[config.mk]
export PLATFORM = sky130hd
export DESIGN_NAME = rst_req_gen
export DESIGN_NICKNAME = d
export VERILOG_FILES = /design/src/rtl/rst_req_gen.sv
export SDC_FILE = /design/constraint.sdc
export NUM_CORES = 1
export LEC_CHECK = 0
export CORE_AREA = 5 5 86 88
export DETAILED_ROUTE_END_ITERATION = 8
export DIE_AREA = 0 0 91 93
export PLACE_DENSITY_LB_ADDON = 0.1
export SYNTH_ARGS = -nofsm -noshare
export SYNTH_HDL_FRONTEND = slang
export SYNTH_SLANG_ARGS = --single-unit
[constraint.sdc]
create_clock -name sys_clk -period 7.3 [get_ports sys_clk]
set_input_delay 0.73 -clock sys_clk [delete_from_list [all_inputs] [get_ports sys_clk]]
set_output_delay 0.73 -clock sys_clk [all_outputs]
set_load 0.01 [all_outputs]
[src/rtl/rst_req_gen.sv]
`default_nettype none
// ============================================================================
//  Module   : rst_req_gen
//  Purpose  : Debounced push-button / power-on reset request source; produces
//             one clean active-low, minimum-width reset request.
//             Optional watchdog enabled by macro RST_REQ_GEN_WDOG_EN.
//  Revision : 1.0  initial release
// ============================================================================
module rst_req_gen #(
    parameter int POR_CYCLES      = 1024,
    parameter int DEBOUNCE_CYCLES = 1000000,
    parameter int PULSE_CYCLES    = 256,
    parameter int WDOG_CYCLES     = 16777216
) (
    input  logic       sys_clk,
    input  logic       rst_n,
    input  logic       key_in,
    input  logic       wdog_kick,
    output logic       rst_req_n,
    output logic [1:0] rst_cause,
    output logic [7:0] key_rst_cnt
);

    localparam int c_MAX_PD  = (POR_CYCLES > DEBOUNCE_CYCLES) ? POR_CYCLES : DEBOUNCE_CYCLES;
    localparam int c_CNT_MAX = (c_MAX_PD > PULSE_CYCLES) ? c_MAX_PD : PULSE_CYCLES;
    localparam int c_CNT_W   = $clog2(c_CNT_MAX + 1);

    localparam logic [c_CNT_W-1:0] c_CNT_ONE   = c_CNT_W'(1);
    localparam logic [c_CNT_W-1:0] c_POR_LAST  = c_CNT_W'(POR_CYCLES - 1);
    localparam logic [c_CNT_W-1:0] c_DB_LAST   = c_CNT_W'(DEBOUNCE_CYCLES - 1);
    localparam logic [c_CNT_W-1:0] c_PULS_LAST = c_CNT_W'(PULSE_CYCLES - 1);

    localparam logic [2:0] c_ST_POR_HOLD = 3'd0;
    localparam logic [2:0] c_ST_RUN      = 3'd1;
    localparam logic [2:0] c_ST_PRESS_DB = 3'd2;
    localparam logic [2:0] c_ST_ASSERT   = 3'd3;
    localparam logic [2:0] c_ST_REL_DB   = 3'd4;

    localparam logic [1:0] c_CAUSE_POR  = 2'b00;
    localparam logic [1:0] c_CAUSE_KEY  = 2'b01;
    localparam logic [1:0] c_CAUSE_WDOG = 2'b10;

    logic [2:0]         r_state;
    logic [c_CNT_W-1:0] r_cnt;
    logic               r_key_meta;
    logic               r_key_s;
    logic               w_wdog_fire;

    // Raw button is asynchronous; idle level is released (1).
    always_ff @(posedge sys_clk or negedge rst_n) begin
        if (!rst_n) begin
            r_key_meta <= 1'b1;
            r_key_s    <= 1'b1;
        end else begin
            r_key_meta <= key_in;
            r_key_s    <= r_key_meta;
        end
    end

`ifdef RST_REQ_GEN_WDOG_EN
    localparam int                  c_WDOG_W    = $clog2(WDOG_CYCLES + 1);
    localparam logic [c_WDOG_W-1:0] c_WDOG_LAST = c_WDOG_W'(WDOG_CYCLES - 1);
    localparam logic [c_WDOG_W-1:0] c_WDOG_ONE  = c_WDOG_W'(1);

    logic [c_WDOG_W-1:0] r_wdog_cnt;
    logic                w_wdog_active;

    assign w_wdog_active = (r_state == c_ST_RUN) || (r_state == c_ST_PRESS_DB) ||
                           (r_state == c_ST_REL_DB);
    assign w_wdog_fire   = w_wdog_active && !wdog_kick && (r_wdog_cnt == c_WDOG_LAST);

    always_ff @(posedge sys_clk or negedge rst_n) begin
        if (!rst_n) begin
            r_wdog_cnt <= '0;
        end else if (!w_wdog_active || wdog_kick || w_wdog_fire) begin
            r_wdog_cnt <= '0;
        end else begin
            r_wdog_cnt <= r_wdog_cnt + c_WDOG_ONE;
        end
    end
`else
    logic w_unused;
    assign w_unused    = wdog_kick | (WDOG_CYCLES < 1);
    assign w_wdog_fire = 1'b0;
`endif

    // Watchdog expiry overrides any key transition taken in the same cycle.
    always_ff @(posedge sys_clk or negedge rst_n) begin
        if (!rst_n) begin
            r_state     <= c_ST_POR_HOLD;
            r_cnt       <= '0;
            rst_req_n   <= 1'b0;
            rst_cause   <= c_CAUSE_POR;
            key_rst_cnt <= 8'd0;
        end else if (w_wdog_fire) begin
            r_state   <= c_ST_ASSERT;
            r_cnt     <= '0;
            rst_req_n <= 1'b0;
            rst_cause <= c_CAUSE_WDOG;
        end else begin
            case (r_state)
                c_ST_POR_HOLD: begin
                    if (r_cnt == c_POR_LAST) begin
                        r_cnt     <= '0;
                        r_state   <= c_ST_RUN;
                        rst_req_n <= 1'b1;
                    end else begin
                        r_cnt <= r_cnt + c_CNT_ONE;
                    end
                end
                c_ST_RUN: begin
                    if (!r_key_s) begin
                        r_state <= c_ST_PRESS_DB;
                        r_cnt   <= '0;
                    end
                end
                c_ST_PRESS_DB: begin
                    if (r_key_s) begin
                        r_state <= c_ST_RUN;
                        r_cnt   <= '0;
                    end else if (r_cnt == c_DB_LAST) begin
                        r_state   <= c_ST_ASSERT;
                        r_cnt     <= '0;
                        rst_req_n <= 1'b0;
                        rst_cause <= c_CAUSE_KEY;
                        if (key_rst_cnt != 8'hFF) begin
                            key_rst_cnt <= key_rst_cnt + 8'd1;
                        end
                    end else begin
                        r_cnt <= r_cnt + c_CNT_ONE;
                    end
                end
                c_ST_ASSERT: begin
                    if (r_cnt == c_PULS_LAST) begin
                        r_state   <= c_ST_REL_DB;
                        r_cnt     <= '0;
                        rst_req_n <= 1'b1;
                    end else begin
                        r_cnt <= r_cnt + c_CNT_ONE;
                    end
                end
                c_ST_REL_DB: begin
                    // Any low sample restarts the release debounce, so a held key yields one pulse.
                    if (!r_key_s) begin
                        r_cnt <= '0;
                    end else if (r_cnt == c_DB_LAST) begin
                        r_state <= c_ST_RUN;
                        r_cnt   <= '0;
                    end else begin
                        r_cnt <= r_cnt + c_CNT_ONE;
                    end
                end
                default: begin
                    r_state   <= c_ST_POR_HOLD;
                    r_cnt     <= '0;
                    rst_req_n <= 1'b0;
                end
            endcase
        end
    end

endmodule
`default_nettype wire

# Yosys cells after proc, flatten, opt, wreduce, memory -nomap -nowiden
# Index checks and enable logic that the tools add are counted.
# Widths: inputs -> output; s select.
[op_classes]
n_addsub = 2
bitwise_logic = 2
muxes = 20
eq_ne = 16
n_reduce_logical = 6
[op_table]
columns = ["operator", "n"]
rows = [
  ["$mux 20", 6],
  ["$pmux 20 s5", 1],
  ["$mux 3", 7],
  ["$add 20x1->20 const B", 1],
  ["$eq 20x10->1 const B", 1],
  ["$eq 20x20->1 const B", 1],
  ["$eq 20x8->1 const B", 1],
  ["$pmux 3 s5", 1],
  ["$ne 2x2->1 const B", 7],
  ["$add 8x1->8 const B", 1],
  ["$ne 8x8->1 const B", 1],
  ["$eq 3x2->1 const B", 2],
  ["$reduce_and 6->1", 1],
  ["$reduce_and 5->1", 1],
  ["$mux 1", 4],
  ["$pmux 1 s4", 1],
  ["$reduce_and 4->1", 1],
  ["$eq 3x1->1 const B", 1],
  ["$eq 3x3->1 const B", 1],
  ["$logic_not 3->1", 1],
  ["$ne 3x3->1 const B", 1],
  ["$reduce_and 3->1", 1],
  ["$not 1->1", 2],
  ["$reduce_or 2->1", 1],
]
[word_totals]
output_inout_bits = 11
in_bits = 4
wordCells = 53
ff_bits = 35

# Depth between registers and ports, before layout
[logic_depth]
depth_word = 4
depth_mapped = 9
ltp_nobuf = 7

# Worst setup path before layout
# OpenSTA, ideal clock, no wires.
[synth_path]
path_kind = "reg-to-reg"
startpoint = "register r_cnt[11]"
endpoint = "register key_rst_cnt[1]"
slack_ps = 4846
path_buffers = 1
stages_incl_launch_ff = 7
arrival_time_ps = 2326
setup_ps = 128
required_time_ps = 7172
period_less_slack_ps = 2454
path_cell_list = "dfrtp_1 > or4_4 > or4_1 > buf_2 > nor4_4 > nand2_2 > mux2_1"
[synth_via]
elab_chain_len = 2
[synth_rtl]
columns = ["item", "line_no", "rtl"]
rows = [
  ["from (decl)", "44", "logic [c_CNT_W-1:0] r_cnt;"],
  ["from (signal assigned)", "108", "r_cnt <= r_cnt + c_CNT_ONE;"],
  ["from (signal assigned)", "130", "r_cnt <= r_cnt + c_CNT_ONE;"],
  ["from (signal assigned)", "139", "r_cnt <= r_cnt + c_CNT_ONE;"],
  ["$eq 20x20->1", "121", "end else if (r_cnt == c_DB_LAST) begin"],
  ["$reduce_and 4->1 (no source line)", "-", ""],
  ["to (signal assigned)", "127", "key_rst_cnt <= key_rst_cnt + 8'd1;"],
  ["to (decl)", "21", "output logic [7:0] key_rst_cnt"],
]
# No other way between the ends.
# A chain may end at the register's enable or synchronous reset.

# Final worst setup path
[layout_path]
startpoint = "register r_cnt[11]"
endpoint = "register r_cnt[7]"
[layout_via]
elab_chain_len = 4
elab_cells_between_ends = 9
classes_between = "eq/ne (3); mux (6)"
[layout_rtl]
columns = ["item", "line_no", "rtl"]
rows = [
  ["$eq 20x20->1", "121, 146", ""],
  ["$mux 20", "121, 146", ""],
  ["$mux 20, on equally long branches", "144, 118", ""],
  ["$pmux 20 s5 (*)", "101", "case (r_state)"],
]
# Every way passes the cells marked *; elsewhere a longest branch is shown, timed or not.

==> flow_metrics.py <==
metrics = {
    "clock_tree": {
        "clock-root-buffer": "clkbuf_8",
        "clk_latency_ps": 290,
        "cts_tree": "done",
        "postCtsSetupBuffers": 0,
        "numCtsBuffers": 5,
        "cts_max_level": 2,
        "cts_buffer_depth": 2,
        "hold_buffers": 0,
        "cts_sinks": 35,
        "ctsResizeCount": 0,
        "path_clk_slew_ps": 70,
    },
    "place": {
        "io_buffers": 12,
        "pre_cts_ws_ps": 4400,
        "gp_congestion": 0.809,
        "dpl.hpwl_mm": 2.83,
        "place_area_sq_um": 2050,
        "dp.cells": 284,
    },
    "routing": {
        "avgRoutedWirePerCell_um": 13.6,
        "wl_mm": 3.96,
        "drc": 0,
        "vias_per_cell": 4.91,
        "vias": 1434,
        "ant_nets": 0,
        "firstDrtPassIters": 4,
        "first_iter_violations": 78,
    },
    "layout": {
        "final_cells": 292,
        "drive_gt1_frac": 0.113,
        "layout.nets": 217,
        "fill_cells": 671,
        "design_area_sq_um": 2140,
        "final_util": 0.326,
        "antenna_cells": 0,
        "syn2layout_area_growth_pct": 14.1,
        "multi_input_area_sq_um": 931,
        "final-seq-area_sq_um": 878,
    },
    "global_routing": {
        "antenna_found_initial": 0,
        "grt_overflow": 0,
        "grt_pass1_wl_mm": 7.02,
        "grt_max_degree": 36,
        "groute.usage.overall": 0.103,
        "grt_pass1_vias": 1439,
    },
    "floorplanning": {
        "fp-row-count": 30,
        "die_w_um": 91,
        "die_h_um": 93,
        "initial_core_util": 0.286,
        "core_area_sq_um": 6570,
        "ios": 15,
        "die-area_sq_um": 8460,
    },
    "synthesis": {
        "synth_top_cell_by_area": "dfrtp_1",
        "synth.area.mux_share": 0.00600,
        "synth_top_family_by_area": "simple AND/OR/NAND/NOR gates",
        "synth_area_leaders": "dfrtp_1, nor2_1, xnor2_1, nand3_1, xor2_1",
        "synth_compound_area_frac": 0.0873,
        "synth_cell_types": 45,
        "synth_edf_count": 0,
        "yosysTopAreaCellShare": 0.440,
        "synth_seq_area_share": 0.468,
        "post_synth_instance_area_sq_um": 1880,
        "synth_fa_ha_area_frac": 0.0133,
        "synth_xor_area_frac": 0.0933,
        "synth_nets": 203,
        "yosys_register_bits": 35,
        "syn_area_per_cell_sq_um": 9.53,
        "netlist_instances": 197,
        "ys_dominant_reg_cell": "dfrtp_1",
        "synthSimpleGateAreaFrac": 0.294,
        "async_flop_share": 1.00,
        "synth_warnings": 0,
    },
    "sta": {
        "slew_headroom": 0.567,
        "drv_slew": 0,
        "setup_violations": 0,
        "worst_pin_slew_ps": 644,
        "hold_violations": 0,
        "fin_ws_ps": 4470,
        "finalSetupTns_ps": 0,
        "rsz0062_at_grt": "no",
        "skew_ps": 5.96,
        "fin_crit_ps": 2830,
        "fin_crit_sh": 0.388,
        "fin_hold_ws_ps": 359,
        "clock.fmax_mhz": 353,
    },
    "critical_path": {
        "critPathKind": "reg -> reg",
        "worstPathRequired_ps": 7450,
        "crit_arrival_ps": 2980,
        "worst_setup_path_end_kind": "flip-flop",
        "path_max_fanout": 17,
        "critPathLaunchType": "flip-flop",
    },
    "flow_run": {
        "cap_violations": 0,
    },
    "hold_path": {
        "hp-class": "reg -> reg",
    },
    "power_and_ir_drop": {
        "ir_worst_vdd_v": 0.0000759,
        "p_per_area_nw_per_um2": 161,
        "power_leakage_nw": 0.942,
        "total_power_uw": 345,
    },
    "outcome": {
        "outcome": "complete, no violations",
    },
}
## logic make-up (layout without fill, tap and decap cells)
family | Yosys count | in the layout
mux | 1 | 1
fa+ha+maj | 2 | 2
xor+xnor | 20 | 20
buf+inv | 9 | 24
flops | 35 | 35
other cells | 1 | 1
compound gates | 26 | 26
simple gates | 103 | 103
## synth_stat cells (3+ instances only)
master / count
dfrtp_1: 33
nor2_1: 29
nand2_1: 18
nand3_1: 17
xnor2_1: 12
o21ai_0: 11
and3_1: 8
xor2_1: 8
nor3_1: 7
a21oi_1: 4
buf_6: 4
or3_1: 3
## path summary, 6_finish.rpt
check / from / endpoint / slack [ps] / cells after the start
worst max register to register: r_cnt[11]$_DFFE_PN0P_ / r_cnt[7]$_DFFE_PN0P_ / 4470 / 6
max in group asynchronous: rst_n / r_key_meta$_DFF_PN1_ / 6090 / 2
worst min-delay path: r_key_meta$_DFF_PN1_ / r_key_s$_DFF_PN1_ / 360 / 0
worst max-delay path: r_cnt[11]$_DFFE_PN0P_ / r_cnt[7]$_DFFE_PN0P_ / 4470 / 6
min in group asynchronous: rst_n / r_state[2]$_DFFE_PN0P_ / 870 / 2
worst min register to register: r_key_meta$_DFF_PN1_ / r_key_s$_DFF_PN1_ / 360 / 0
## sequential cells by signal, indices dropped and copies added (netlist names)
register	count
r_cnt	20
r_key_s	1
rst_req_n	1
r_state	3
key_rst_cnt	8
rst_cause	1
r_key_meta	1
## area by class of cell
cell class / instances / area share
well taps: 80 / 0.0467
clock buffers: 7 / 0.0403
clock inverters: 1 / 0.00234
multi-input cells: 153 / 0.434
repair buffers: 14 / 0.0630
flip-flops and latches: 35 / 0.410
inverters: 2 / 0.00350
## critical path: stages (launching register included)
cell and delay (ps):
dfrtp_1 420, or4_4 570, or4_1 640, o21ai_0 280
nand3_1 240, nor2_4 380, o21ai_0 160
## cells in the final DEF, fill, tap and decap left out, types with 2 or more instances in the layout
| cell type | count |
|---|---|
| a31o_2 | 2 |
| o31ai_1 | 2 |
| nand3_1 | 17 |
| or3_1 | 3 |
| clkdlybuf4s50_1 | 12 |
| ha_1 | 2 |
| nor4bb_1 | 2 |
| buf_4 | 2 |
| or2_2 | 2 |
| nor3_1 | 7 |
| o21ai_0 | 11 |
| dfstp_2 | 2 |
| or4_1 | 2 |
| inv_1 | 2 |
| and3_1 | 8 |
| nand4_1 | 2 |
| xor2_1 | 8 |
| nand2_1 | 18 |
| nand3b_1 | 2 |
| nor2_1 | 29 |
| clkbuf_8 | 6 |
| a21oi_1 | 4 |
| dfrtp_1 | 33 |
| xnor2_1 | 12 |
## routing by layer
metal / track usage / vias up / wire length [um]
met5: 0 / - / 0
li1: - / 718 / -
met1: 0.141 / 699 / 2060
met2: 0.153 / 11 / 1730
met3: 0.0282 / 6 / 110
met4: 0.0440 / 0 / 60
## power by group
part | leakage [nW] | switching, mW | internal, mW
Clock | 0.0482 | 0.0675 | 0.0761
Combinational | 0.426 | 0.00450 | 0.00170
Sequential | 0.468 | 0.000694 | 0.195
Total | 0.942 | 0.0727 | 0.273
Note: power is estimated with default switching activity, not from simulation.
